<file path="config.mk">
export PLATFORM = sky130hd
export DESIGN_NAME = async_fifo_top_flat
export DESIGN_NICKNAME = d
export VERILOG_FILES = /design/src/rtl/async_fifo_if.sv /design/src/rtl/async_fifo_top.sv /design/src/flat_wrapper.sv
export SDC_FILE = /design/constraint.sdc
export NUM_CORES = 1
export LEC_CHECK = 0
export BUFFER_PORTS_ARGS = -buffer_cell sky130_fd_sc_hd__buf_2
export CAP_MARGIN = 20
export CORE_AREA = 2 2 118 120
export CTS_CLUSTER_SIZE = 20
export DETAILED_ROUTE_END_ITERATION = 8
export DIE_AREA = 0 0 120 122
export GPL_ROUTABILITY_DRIVEN = 0
export PLACE_DENSITY = 0.57
export SLEW_MARGIN = 10
export SYNTH_ARGS = -nofsm -noshare
export SYNTH_HDL_FRONTEND = slang
export SYNTH_SLANG_ARGS = --single-unit
export TNS_END_PERCENT = 100
</file>
<file path="constraint.sdc">
create_clock -name clk -period 2.8 [get_ports clk]
set_input_delay 0.56 -clock clk [delete_from_list [all_inputs] [get_ports clk]]
set_output_delay 0.56 -clock clk [all_outputs]
set_load 0.05 [all_outputs]
</file>
<file path="src/rtl/async_fifo_if.sv">
// Producer/consumer handshake bundle for the single-clock FIFO.
// The master drives requests; the slave (FIFO) returns data and status.
interface async_fifo_if #(
  parameter int WIDTH = 8
);
  logic             wr_en;
  logic [WIDTH-1:0] wr_data;
  logic             rd_en;
  logic [WIDTH-1:0] rd_data;
  logic             full_flag;
  logic             empty_flag;

  modport master (
    output wr_en,
    output wr_data,
    output rd_en,
    input  rd_data,
    input  full_flag,
    input  empty_flag
  );

  modport slave (
    input  wr_en,
    input  wr_data,
    input  rd_en,
    output rd_data,
    output full_flag,
    output empty_flag
  );
endinterface

</file>
<file path="src/rtl/async_fifo_top.sv">
// Single-clock FIFO: register-file memory, write pointer/full logic,
// and read pointer/empty logic with a registered read port.
module async_fifo_top #(
  parameter int WIDTH = 8,
  parameter int ADDR  = 4
) (
  input  logic          clk,
  input  logic          rst,
  async_fifo_if.slave   bus
);
  localparam int DEPTH = 1 << ADDR;

  logic [WIDTH-1:0] r_mem [DEPTH];
  logic [ADDR:0]    r_wr_ptr;
  logic [ADDR:0]    r_rd_ptr;
  logic [WIDTH-1:0] r_rd_data;

  logic [ADDR-1:0]  w_wr_add;
  logic [ADDR-1:0]  rd_add;
  logic             w_full;
  logic             w_empty;
  logic             w_wr_ok;
  logic             w_rd_ok;

  assign w_wr_add = r_wr_ptr[ADDR-1:0];
  assign rd_add   = r_rd_ptr[ADDR-1:0];

  // Extra MSB separates a full lap from an empty one.
  assign w_empty = (r_wr_ptr == r_rd_ptr);
  assign w_full  = (r_wr_ptr[ADDR] != r_rd_ptr[ADDR]) &&
                   (w_wr_add == rd_add);

  assign w_wr_ok = bus.wr_en && !w_full;
  assign w_rd_ok = bus.rd_en && !w_empty;

  assign bus.full_flag  = w_full;
  assign bus.empty_flag = w_empty;
  assign bus.rd_data    = r_rd_data;

  always_ff @(posedge clk) begin
    if (rst && w_wr_ok) begin
      r_mem[w_wr_add] <= bus.wr_data;
    end
  end

  always_ff @(posedge clk) begin
    if (!rst) begin
      r_wr_ptr <= '0;
    end else if (w_wr_ok) begin
      r_wr_ptr <= r_wr_ptr + 1'b1;
    end
  end

  always_ff @(posedge clk) begin
    if (!rst) begin
      r_rd_ptr  <= '0;
      r_rd_data <= '0;
    end else if (w_rd_ok) begin
      r_rd_ptr  <= r_rd_ptr + 1'b1;
      r_rd_data <= r_mem[rd_add];
    end
  end
endmodule

</file>
<file path="src/flat_wrapper.sv">
// flat-port wrapper written by rule: the top's interface ports become plain ports
module async_fifo_top_flat 
#(
  parameter int WIDTH = 8,
  parameter int ADDR  = 4
)
  (clk, rst, bus_wr_en, bus_wr_data, bus_rd_en, bus_rd_data, bus_full_flag, bus_empty_flag);
  async_fifo_if #(.WIDTH(WIDTH)) bus_i ();
  input  logic clk;
  input  logic rst;
  input wire logic [$bits(bus_i.wr_en)-1:0] bus_wr_en;
  input wire logic [$bits(bus_i.wr_data)-1:0] bus_wr_data;
  input wire logic [$bits(bus_i.rd_en)-1:0] bus_rd_en;
  output wire logic [$bits(bus_i.rd_data)-1:0] bus_rd_data;
  output wire logic [$bits(bus_i.full_flag)-1:0] bus_full_flag;
  output wire logic [$bits(bus_i.empty_flag)-1:0] bus_empty_flag;
  assign bus_i.wr_en = bus_wr_en;
  assign bus_i.wr_data = bus_wr_data;
  assign bus_i.rd_en = bus_rd_en;
  assign bus_rd_data = bus_i.rd_data;
  assign bus_full_flag = bus_i.full_flag;
  assign bus_empty_flag = bus_i.empty_flag;
  async_fifo_top #(.WIDTH(WIDTH), .ADDR(ADDR)) u_core (.clk(clk), .rst(rst), .bus(bus_i));
endmodule
</file>
==> summary.md, run 1 <==
| Metric | Value |
|---|---|
| Global Route met1 Usage | 23.9% |
| Row count | 43 |
| First-pass GRT wire length | 18800 um |
| Synth Area in Adders | 1.06% |
| Setup-failing EPs final | 0 |
| Cell Area, Synth | 0.00589 mm2 |
| DR iter-0 viols | 193 |
| Peak supply drop | 0.429 mV |
| CTS Root Cell | clkbuf_16 |
| Antenna violations before repair | 0 |
| Post-synthesis sequential area ratio | 71.4% |
| Drt pass-1 iters | 4 |
| Worst Skew | 0.00684 ns |
| Vias in the first global route | 3182 |
| Max Cap Viol | 0 |
| Placed standard-cell area | 0.00628 mm2 |
| Post-synth EDFFs | 128 |
| Post-synth top area share | 65.2% |
| Most common cell after layout, fill and taps aside | edfxtp_1 |
| Overflow after GRT | 0 |
| Min Tclk post-route | 2.22 ns |
| Die area | 0.0146 mm2 |
| CTS Buf Count | 17 |
| Leakage dissipation | 2.21 nW |
| Crit path kind | reg -> reg |
| Area growth, synth to finish | 16.8% |
| Vias/cell | 5.37 |
| Pwr Density | 771 mW/mm2 |
| Met2 Use GR | 28.7% |
| Mapped Cells | 339 |
| Final Instance Area | 0.00688 mm2 |
| Pre-CTS setup slack | 0.561 ns |
| Yosys cell types | 37 |
| Number of synthesized register bits | 146 |
| Die width | 120 um |
| Proportion of layout cells with a drive suffix above 1 | 30.6% |
| Clock slew at reported path FFs | 0.06 ns |
| GRT Resource Usage Total | 17.9% |
| Post_cts resized | 0 |
| Most frequent cells in the layout | 128 x edfxtp_1, 24 x mux4_2, 21 x buf_2 |
| Pin count of the biggest net entering global routing | 53 |
| Endpoint class of the critical path | register |
| Xor-xnor portion of the synthesized cell area | 1.34% |
| Post-synth top area cell | edfxtp_1 |
| Antenna-violating nets left | 0 |
| GRT busiest layer | met2 |
| Post-synth ARST share | 0% |
| Clock buffer depth | 2 |
| Layout Nets | 393 |
| Main combinational cell family by area after synthesis | multiplexers |
| Hold Path Class | in -> reg |
| Setup WS post-layout | 0.581 ns |
| Mean Syn Cell Area | 17.4 um2 |
| Compound-cell area share of the yosys netlist | 5.69% |
| Worst-Margin Slew | 0.957 ns |
| Commonest register cell after synthesis | edfxtp_1 |
| Final Slew Violations | 0 |
| Simple-gate area share of the yosys netlist | 5.88% |
| Endpoints failing hold | 0 |
| Multiplexer area fraction after synthesis | 12.6% |
| Sum Neg Setup Slack | 0 ns |
| Crit path DAT | 2.33 ns |
| Worst skew pair latency | 0.42 ns |
| H-tree Lvls | 4 |
| Synth area leaders | edfxtp_1 65%, mux4_2 9.2%, dfxtp_1 6.1%, mux2_2 3.1%, a21oi_1 1.4% |
| Drt wl/cell | 21.1 um |
| Hold buffers post-CTS | 0 |
| # clock sinks | 146 |
| Slew HR | 35.7% |
| Yosys warns | 0 |
| Synthesized Nets | 356 |
| Drc violations | 0 |
| Crit path launch type | register |
| TritonCTS clock tree | yes |
| Via count | 3057 |
| Final core utilization | 51.0% |
| Post-CTS Setup Inserts | 0 |
| Starting Density | 43.6% |
| Filler Cells Inserted | 1110 |
| Die Ht | 122 um |
| Max Freq | 0.451 GHz |
| # diodes | 0 |
| Core Box Area | 0.0135 mm2 |
| IO Pins | 22 |
| Status | completed |
| Final HPWL from detailed placement | 7240 um |
| Critical-path maximum fanout | 12 |
| RSZ-0062 raised after global routing | no |
| Drt total wl | 12000 um |
| IO buf count | 21 |
| Met3 usage | 3.70% |
| Period utilization | 79.3% |
| WP data required | 2.92 ns |
-- report_power, final --
part | total, W | internal (W) | switching, W
logic | 0.000599 | 0.000194 | 0.000405
clock network | 0.00227 | 0.00144 | 0.000834
registers | 0.00244 | 0.00242 | 0.0000262
total | 0.00531 | 0.00405 | 0.00127
-- worst max-delay path, stage by stage, from the launching register on --
cell and delay [ns]:
dfxtp_1 0.44, xnor2_1 0.16, nand4_2 0.22, o21ai_4 0.40, buf_4 0.25, nor2_1 0.08
and4_1 0.36
-- cell type report --
cell class                      instances  area, um2  share of cell area [%]
Clock buffer                           21        460                    6.69
Clock inverter                         11        135                    1.96
Inverter                                2       7.51                   0.109
Multi-Input combinational cell        169       1600                    23.3
Sequential cell                       146       4210                    61.1
Tap cell                              180        225                    3.27
Timing Repair Buffer                   40        248                    3.60
-- layer usage --
metal | wire length (um) | part of all wire [%]
met5 | 0 | 0
met4 | 241 | 2.0
met3 | 378 | 3.1
met2 | 5810 | 48
met1 | 5600 | 47
-- path summary, 6_finish.rpt --
check,from,endpoint,slack (ns),depth (start not counted)
worst max register to register,u_core.r_wr_ptr[0],u_core.r_mem[6][7],0.58,6
worst max-delay path,u_core.r_wr_ptr[0],u_core.r_mem[6][7],0.58,6
worst min-delay path,bus_rd_en,u_core.r_rd_ptr[3],0.51,3
worst min register to register,u_core.r_rd_ptr[4],u_core.r_rd_ptr[4],0.53,2
-- metrics by stage --
stage / total power, W / std cells / hold WS [ns]
2_1_floorplan: 0.00292 / 339 / 0.501
3_3_place_gp: 0.00309 / 536 / 0.521
3_5_place_dp: 0.00309 / 536 / 0.523
4_1_cts: 0.00536 / 568 / 0.503
5_1_grt: 0.00550 / 569 / 0.534
6_report: 0.00531 / 569 / 0.513
-- Yosys cell counts (all sizes together) (3+ instances only) --
master,n
nor3,14
o22ai,8
xnor2,8
nor2b,9
ha,5
mux4,24
nand3,4
edfxtp,128
nand2,10
nor2,3
and2,3
o21ai,11
nor4,4
a21oi,16
buf,15
a211oi,8
dfxtp,18
nand2b,3
nor4b,4
and4,4
clkbuf,7
o21a,5
mux2,16
-- sequential cells by signal, summed over array words and instances, names as in the netlist --
| signal | count |
|---|---|
| u_core.r_mem | 128 |
| u_core.bus.rd_data | 8 |
| u_core.r_wr_ptr | 5 |
| u_core.r_rd_ptr | 5 |
-- cell families (layout without fill, tap and decap cells) --
group           count (synthesis)  in the layout
xor+xnor                        9              9
fa+ha+maj                       5              5
buf+inv                        24             74
compound gates                 53             53
simple gates                   60             60
mux                            42             42
flops                         146            146
Power figures use the tool's default switching activity.
==> run 2: changes to the inputs <==
==> constraint.sdc (replaced) <==
create_clock -name clk -period 2.16 [get_ports clk]
set_input_delay 0.432 -clock clk [delete_from_list [all_inputs] [get_ports clk]]
set_output_delay 0.432 -clock clk [all_outputs]
set_load 0.05 [all_outputs]
==> run 2 against run 1 <==
Net effect: total power is 30% higher; sequential power rose by 30%; register-to-register slack got worse by 0.35 ns; critical endpoint is now bus_full_flag; largest power group unchanged.
==> summary.md, run 2 (synthesis gave the netlist of run 1 again) <==
| Metric | Value |
|---|---|
| Most frequent cells in the layout | 128 x edfxtp_1, 24 x mux4_2, 22 x buf_4 |
| Crit path launch type | register |
| DR iter-0 viols | 206 |
| Clock share of power | 42.3% |
| Final core utilization | 51.7% |
| Proportion of layout cells with a drive suffix above 1 | 31.5% |
| IO Pins | 22 |
| Setup WS post-layout | 0.112 ns |
| Drt wl/cell | 20.8 um |
| NetSw | 0.00159 W |
| Drc violations | 0 |
| Gate power share | 11.9% |
| Critical-path maximum fanout | 8 |
| Die width | 120 um |
| Post-CTS Setup Inserts | 0 |
| Clock buffer depth | 2 |
| Starting Density | 43.6% |
| Endpoint class of the critical path | output port |
| Final Slew Violations | 0 |
| Worst-Margin Slew | 0.584 ns |
| H-tree Lvls | 4 |
| CTS Buf Count | 17 |
| Max Cap Viol | 0 |
| GRT Resource Usage Total | 17.9% |
| Slew HR | 61.1% |
| # diodes | 0 |
| Worst Skew | 0.00703 ns |
| Period utilization | 94.8% |
| Row count | 43 |
| RSZ-0062 raised after global routing | no |
| Layout Nets | 398 |
| Worst Hold Depth | 3 |
| Status | completed |
| Antenna-violating nets left | 0 |
| Biggest register | u_core.r_mem |
| Vias in the first global route | 3224 |
| WP data required | 1.73 ns |
| Vias/cell | 5.36 |
| Cell-internal power | 0.00532 W |
| Setup-failing EPs final | 0 |
| Pin count of the biggest net entering global routing | 47 |
| Placed cells | 542 |
| CP max stage delay | 0.39 ns |
| Overflow after GRT | 0 |
| First-pass GRT wire length | 18500 um |
| Antenna violations before repair | 0 |
| Pwr Density | 991 mW/mm2 |
| Most common cell after layout, fill and taps aside | edfxtp_1 |
| Die Ht | 122 um |
| Clock slew at reported path FFs | 0.05 ns |
| TritonCTS clock tree | yes |
| Drt total wl | 11900 um |
| CTS Root Cell | clkbuf_16 |
| Pre-CTS setup slack | 0.234 ns |
| Leakage dissipation | 2.26 nW |
| Worst skew pair latency | 0.42 ns |
| Endpoints failing hold | 0 |
| Die area | 0.0146 mm2 |
| Sequential power share | 45.9% |
| Overall power | 0.00692 W |
| Final HPWL from detailed placement | 7390 um |
| Crit path kind | reg -> out |
| Hold Path Class | in -> reg |
| Min Tclk post-route | 2.05 ns |
| Area growth, synth to finish | 18.4% |
| Register-to-Register Path Depth | 5 |
| Worst-path cell chain | xnor2_2, nand4_2, buf_4, nor2_1, buf_4 |
| Drt pass-1 iters | 4 |
| Via count | 3075 |
| Max Freq | 0.488 GHz |
| Most common cell on crit path | buf_4 |
| Post-Layout Cell Count | 574 |
| Largest register FFs | 128 |
| Crit path DAT | 1.62 ns |
| Peak supply drop | 0.541 mV |
| IO buf count | 21 |
| # clock sinks | 146 |
| Net Sw Frac | 23.0% |
| Highest-delay cell along the critical path | dfxtp_4 |
| Core Box Area | 0.0135 mm2 |
run 2: cell count changes in the layout (fill, tap and decap cells not counted), moves of 2 or more:
cell,delta
nor4_1,+2
buf_2,-2
buf_12,+3
nor4_2,-2
clkbuf_1,+4
dfxtp_4,+2
xnor2_1,-2
dfxtp_1,-2
xnor2_2,+2
buf_4,+4
clkinvlp_4,-3
run 2: stage by stage:
| stage | cell area (um2) | hold slack (ns) | TNS [ns] |
|---|---|---|---|
| after detailed placement | 6350 | 0.530 | 0 |
| after CTS | 6950 | 0.372 | 0 |
| after global placement | 6350 | 0.517 | 0 |
| final | 6980 | 0.383 | 0 |
| after floorplan | 5900 | 0.501 | -6.92 |
| after global routing | 6980 | 0.393 | 0 |
run 2: repair_timing:
item                       CTS  global route
setup endpoints to repair    2             2
hold buffers                 0             0
pin swaps                    0             0
gates resized for setup      4             6
cloned                       0             0
run 2: final timing paths:
check	slack [ns]	end	startpoint
min reg2reg	0.55	u_core.bus.rd_data[2]	u_core.bus.rd_data[2]
max reg2reg	0.23	u_core.bus.rd_data[0]	u_core.r_rd_ptr[1]
min	0.38	u_core.r_rd_ptr[3]	bus_rd_en
max	0.11	bus_full_flag	u_core.r_rd_ptr[2]
run 2: layout make-up:
| cell class | instances | area (um2) |
|---|---|---|
| clock buffers | 26 | 489 |
| flip-flops and latches | 146 | 4210 |
| fillers | 1095 | 6530 |
| multi-input cells | 169 | 1610 |
| repair buffers | 45 | 332 |
| clock inverters | 6 | 104 |
| well taps | 180 | 225 |
| inverters | 2 | 7.51 |
run 2: metal layers:
| metal | vias up | part of all wire [%] | track usage [%] |
|---|---|---|---|
| met2 | 50 | 50 | 29.2 |
| met5 | - | 0 | 0 |
| li1 | 1439 | - | - |
| met3 | 19 | 3.3 | 4.73 |
| met4 | 0 | 2.4 | 8.09 |
| met1 | 1567 | 45 | 22.4 |
run 2: critical path: cells and delay by family, from the launching register on:
kind          cells  cell delay [ns]
buf+inv           2             0.39
simple gates      2             0.23
flops             1             0.39
xor+xnor          1             0.18
run 2: power groups by stage:
stage                     clock network, W  logic, W  registers [W]
after floorplan                          0  0.000441        0.00334
after global placement                   0  0.000795        0.00323
after detailed placement                 0  0.000809        0.00323
after CTS                          0.00298  0.000820        0.00317
after global routing               0.00308  0.000894        0.00318
final                              0.00292  0.000821        0.00317
